==> src/rtl/pipe_defs.sv <==
// Shared pipeline definitions: hazard FSM states and
// the control bundles that stall, flush or bubble the front end.
package pipe_defs;

  typedef enum logic {
    RUN     = 1'b0,
    MC_WAIT = 1'b1
  } hz_state_t;

  typedef struct packed {
    logic pc_en;
    logic ifid_en;
    logic ifid_flush;
    logic idex_en;
    logic idex_bubble;
  } hz_ctrl_t;

  // ifid_flush loads a NOP; idex_bubble loads zero control/funct
  localparam hz_ctrl_t CTL_RESET    = 5'b00001;
  localparam hz_ctrl_t CTL_RUN      = 5'b11010;
  localparam hz_ctrl_t CTL_LOAD_USE = 5'b00011;
  localparam hz_ctrl_t CTL_FLUSH    = 5'b11111;
  localparam hz_ctrl_t CTL_FREEZE   = 5'b00000;
  localparam hz_ctrl_t CTL_ABORT    = 5'b11011;

endpackage

==> src/rtl/hazard_cmp.sv <==
// Load-use comparator: a load in ID/EX feeds a source
// register of the instruction sitting in ID.
module hazard_cmp (
  input  logic       ex_valid,
  input  logic       ex_mem_read,
  input  logic [4:0] ex_rd,
  input  logic       id_valid,
  input  logic [4:0] id_rs1,
  input  logic [4:0] id_rs2,
  output logic       hit
);

  assign hit = ex_valid & ex_mem_read
             & (ex_rd != 5'd0) & id_valid
             & ((ex_rd == id_rs1) | (ex_rd == id_rs2));

endmodule

==> src/rtl/pipe_hazard_ctrl.sv <==
// Pipeline hazard controller: load-use, branch flush, multi-cycle wait.
// Define PIPE_HAZARD_PERF_EN to build the stall/flush perf counters.
import pipe_defs::*;

module pipe_hazard_ctrl #(
  parameter int MC_TIMEOUT = 64,
  parameter int CNT_W      = 32
) (
  input  logic             clk,
  input  logic             rst_n,
  input  logic             id_valid,
  input  logic [4:0]       id_rs1,
  input  logic [4:0]       id_rs2,
  input  logic             ex_valid,
  input  logic [4:0]       ex_rd,
  input  logic             ex_mem_read,
  input  logic             ex_multi,
  input  logic             ex_multi_done,
  input  logic             branch_taken,
  output logic             pc_en,
  output logic             ifid_en,
  output logic             ifid_flush,
  output logic             idex_en,
  output logic             idex_bubble,
  output logic             mc_err,
  output logic [CNT_W-1:0] stall_cycles,
  output logic [CNT_W-1:0] flush_count
);

  localparam int TW = $clog2(MC_TIMEOUT) + 1;

  hz_state_t     state_q, state_d;
  hz_ctrl_t      ctl;
  logic [TW-1:0] tcnt_q;
  logic          lu_hit, br, mc_stall, tmo;

  hazard_cmp u_cmp (
    .ex_valid    (ex_valid),
    .ex_mem_read (ex_mem_read),
    .ex_rd       (ex_rd),
    .id_valid    (id_valid),
    .id_rs1      (id_rs1),
    .id_rs2      (id_rs2),
    .hit         (lu_hit)
  );

  assign br       = branch_taken & ex_valid;
  assign mc_stall = ex_valid & ex_multi & ~ex_multi_done;
  assign tmo      = (tcnt_q == TW'(MC_TIMEOUT - 1));

  always_ff @(posedge clk or negedge rst_n) begin
    if (!rst_n) state_q <= RUN;
    else        state_q <= state_d;
  end

  // cleared while in RUN so it reads 0 on the first wait cycle
  always_ff @(posedge clk or negedge rst_n) begin
    if (!rst_n)              tcnt_q <= '0;
    else if (state_q == RUN) tcnt_q <= '0;
    else                     tcnt_q <= tcnt_q + TW'(1);
  end

  always_comb begin
    ctl     = CTL_RUN;
    state_d = state_q;
    mc_err  = 1'b0;
    if (!rst_n) begin
      ctl     = CTL_RESET;
      state_d = RUN;
    end else begin
      unique case (state_q)
        RUN: begin
          if (br) begin
            ctl = CTL_FLUSH;
          end else if (mc_stall) begin
            ctl     = CTL_FREEZE;
            state_d = MC_WAIT;
          end else if (lu_hit) begin
            ctl = CTL_LOAD_USE;
          end
        end
        MC_WAIT: begin
          if (ex_multi_done) begin
            state_d = RUN;
          end else if (tmo) begin
            ctl     = CTL_ABORT;
            mc_err  = 1'b1;
            state_d = RUN;
          end else begin
            ctl = CTL_FREEZE;
          end
        end
        default: state_d = RUN;
      endcase
    end
  end

  assign {pc_en, ifid_en, ifid_flush,
          idex_en, idex_bubble} = ctl;

`ifdef PIPE_HAZARD_PERF_EN
  logic [CNT_W-1:0] stall_q, flush_q;

  always_ff @(posedge clk or negedge rst_n) begin
    if (!rst_n) begin
      stall_q <= '0;
      flush_q <= '0;
    end else begin
      if (!pc_en && stall_q != '1)
        stall_q <= stall_q + CNT_W'(1);
      if (ifid_flush && flush_q != '1)
        flush_q <= flush_q + CNT_W'(1);
    end
  end

  assign stall_cycles = stall_q;
  assign flush_count  = flush_q;
`else
  assign stall_cycles = '0;
  assign flush_count  = '0;
`endif

endmodule

==> config.mk <==
export PLATFORM = sky130hd
export DESIGN_NAME = pipe_hazard_ctrl
export DESIGN_NICKNAME = d
export VERILOG_FILES = /design/src/rtl/pipe_defs.sv /design/src/rtl/hazard_cmp.sv /design/src/rtl/pipe_hazard_ctrl.sv
export SDC_FILE = /design/constraint.sdc
export NUM_CORES = 1
export LEC_CHECK = 0
export ABC_AREA = 1
export CORE_MARGIN = 10
export CORE_UTILIZATION = 36
export DETAILED_ROUTE_END_ITERATION = 10
export GPL_ROUTABILITY_DRIVEN = 1
export PLACE_DENSITY = 0.84
export REMOVE_ABC_BUFFERS = 1
export SETUP_SLACK_MARGIN = 0.2
export SYNTH_ARGS = -nofsm -noshare
export SYNTH_HDL_FRONTEND = slang
export SYNTH_SLANG_ARGS = --single-unit
==> constraint.sdc <==
create_clock -name clk -period 2.9 [get_ports clk]
set_input_delay 0.58 -clock clk [delete_from_list [all_inputs] [get_ports clk]]
set_output_delay 0.58 -clock clk [all_outputs]
set_load 0.03 [all_outputs]
==> flow_metrics.tcl <==
set metrics [dict create \
    rsz0062_at_grt "false" \
    initial_core_util 0.377 \
    cts-root-buf "clkbuf_4" \
    cts_htree_levels 1 \
    fp.dieW_um 76.8 \
    crit_arrival_ns 1.90 \
    yosysWarnings 0 \
    intPower_uw 207 \
    fp-row-count 20 \
    syn2layout_area_growth_pct 10.1 \
    p_sw_frac 0.486 \
    synth.area.top_cells "buf_4 42%, dfrtp_1 17%, nand2_1 11%" \
    fmax_mhz 403 \
    cts_setup_buffers 0 \
    p_per_area_nw_per_um2 315 \
    slew_violations 0 \
    gp_congestion 0.730 \
    core_sq_um 3080 \
    synth.top_cell.area_share 0.420 \
    ys_ff_latch 8 \
    drt-total-wl_um 2610 \
    grt_max_degree 11 \
    cts_buffers 3 \
    synthMuxAreaShare 0 \
    die_h_um 76.8 \
    grt_remaining_overflow 0 \
    combPwrFrac 0.504 \
    pwr-share-seq 0.284 \
    dp_hpwl_um 2390 \
    final_area_sq_um 1280 \
    syn_avg_cell_area_sq_um 6.60 \
    clkLatencyLatePin_ns 0.25 \
    hold_path_startpoint "tcnt_q[0]" \
    grt_usage 0.0829 \
    clkTransAtPathRegs_ns 0.05 \
    hold_violations 0 \
    tritoncts "yes" \
    synth_simple_gate_area_frac 0.253 \
    cts_num_sinks 8 \
    yosysSeqAreaShare 0.172 \
    mostFrequentLayoutCells "64 x conb_1, 32 x nand2_1, 19 x inv_1" \
    routed-via-count 885 \
    fin_skew_ns 0.000587 \
    dpl_cell_area_sq_um 1230 \
    wl_per_cell_um 10.5 \
    r2r_start "tcnt_q[0]" \
    drt-initial-drc-count 30 \
    portBuffers 28 \
    dr.pass1.iters 4 \
    synth_cell_types 19 \
    min_path_type "reg -> reg" \
    cp-start-kind "input port" \
    synth_top_family_by_area "buffers and inverters" \
    setup-tns-final_ns 0 \
    remaining_drc_errors 0 \
    vias_per_cell 3.55 \
    antenna_found_initial 0 \
    grt_pass1_wl_um 4140 \
    post_route_cells_drive_above_1_share 0.102 \
    drtAntennaViolNets 0 \
    netlist_instances 176 \
    yosys.area.top_type "buf_4" \
    fill_cells 335 \
    fin_cells 249 \
    cts_hold_buffers 0 \
    die_area_sq_um 5900 \
    crit_type "in -> out" \
    crit_required_ns 2.32 \
    antenna_cells 0 \
    synthXorXnorAreaFrac 0.0151 \
    period_needed_ns 2.48 \
    clockPowerShare 0.212 \
    grt_pass1_vias 946 \
    final_common_cell "conb_1" \
    fin_nets 231 \
    crit_start "id_rs2[0]" \
    setup_viol 0 \
    hold_ws_ns 0.462 \
    clock_tree.buffer_depth 2 \
    mappedNetlistArea_sq_um 1160 \
    max_cap_viol_count 0 \
    dp_cells 246 \
    power.switching_uw 196 \
    synthAdderAreaFrac 0.0108 \
    ir_drop_mv 0.253 \
    synth_compound_area_frac 0.0571 \
    ios 93 \
    finalCritPeriodShare 0.856 \
    run_status "completed" \
    total_leakage_power_nw 0.761 \
    cp_max_fo 2 \
    end_kind "output pin" \
]
## through the flow
step,total power [mW],utilization,setup WS [ns]
final,0.403,0.415,0.418
after global routing,0.432,0.415,0.208
after CTS,0.400,0.408,0.296
after detailed placement,0.313,0.401,0.300
after global placement,0.312,0.401,0.353
after floorplan,0.262,-,0.797
## synth_stat cells (all sizes together)
cell type,n
nor2,20
o21ai,5
nand3,6
conb,1
nand4,2
nand2,37
inv,20
ha,1
a21oi,6
dfrtp,8
xnor2,2
buf,65
clkbuf,1
nor3,2
## cell type report
class                           count  area [sq um]  share of cell area
Sequential cell                     8           200               0.157
Clock buffer                        3          22.5              0.0176
Timing Repair Buffer               29           290               0.227
Multi-Input combinational cell    145           636               0.497
Tap cell                           44          55.1              0.0431
Inverter                           20          75.1              0.0587
## power groups by stage
stage                     Sequential [mW]  Combinational, mW  Clock (mW)
after floorplan                     0.116              0.147           0
after global placement              0.116              0.195           0
after detailed placement            0.116              0.197           0
after CTS                           0.114              0.197      0.0888
after global routing                0.114              0.219      0.0986
final                               0.114              0.203      0.0854
## logic make-up (layout without fill, tap and decap cells)
| logic type | Yosys count | after routing |
|---|---|---|
| compound gates | 11 | 11 |
| xor+xnor | 2 | 2 |
| fa+ha+maj | 1 | 1 |
| buf+inv | 86 | 52 |
| flops | 8 | 8 |
| other cells | 1 | 64 |
| simple gates | 67 | 67 |
## registers in the layout, summed over array words and instances, names as in the netlist
name and flops:
state_q 1, tcnt_q 7
## final timing paths
| kind | to | depth (start not counted) | slack [ns] |
|---|---|---|---|
| max | pc_en | 13 | 0.42 |
| min | tcnt_q[0] | 1 | 0.46 |
| max reg2reg | state_q | 8 | 1.57 |
| min reg2reg | tcnt_q[0] | 1 | 0.46 |
| max in group asynchronous | tcnt_q[5] | 2 | 2.08 |
| min in group asynchronous | tcnt_q[1] | 2 | 0.69 |
## repair_timing
item / in CTS / in global routing
resized for setup: 0 / 8
hold endpoints to repair: 0 / 0
setup endpoints to repair: 0 / 3
## per-layer routing
metal / vias up / global-route usage / part of all wire
met2: 52 / 0.155 / 0.52
met3: 2 / 0.0524 / 0.11
met5: - / 0 / 0
met4: 0 / 0.0167 / 0.0054
li1: 461 / - / -
met1: 370 / 0.0729 / 0.36
## critical path, stage by stage
cell and delay, ns:
clkdlybuf4s50_1 0.48, nand2_1 0.05, inv_1 0.06, nor2_1 0.03, nor2_1 0.11, nand3_1 0.09
nand2_2 0.08, nand2_1 0.05, nand2_1 0.05, nand2_1 0.05, nand2_1 0.07, nand2_2 0.07
buf_6 0.14
Note: power is estimated with default switching activity, not from simulation.
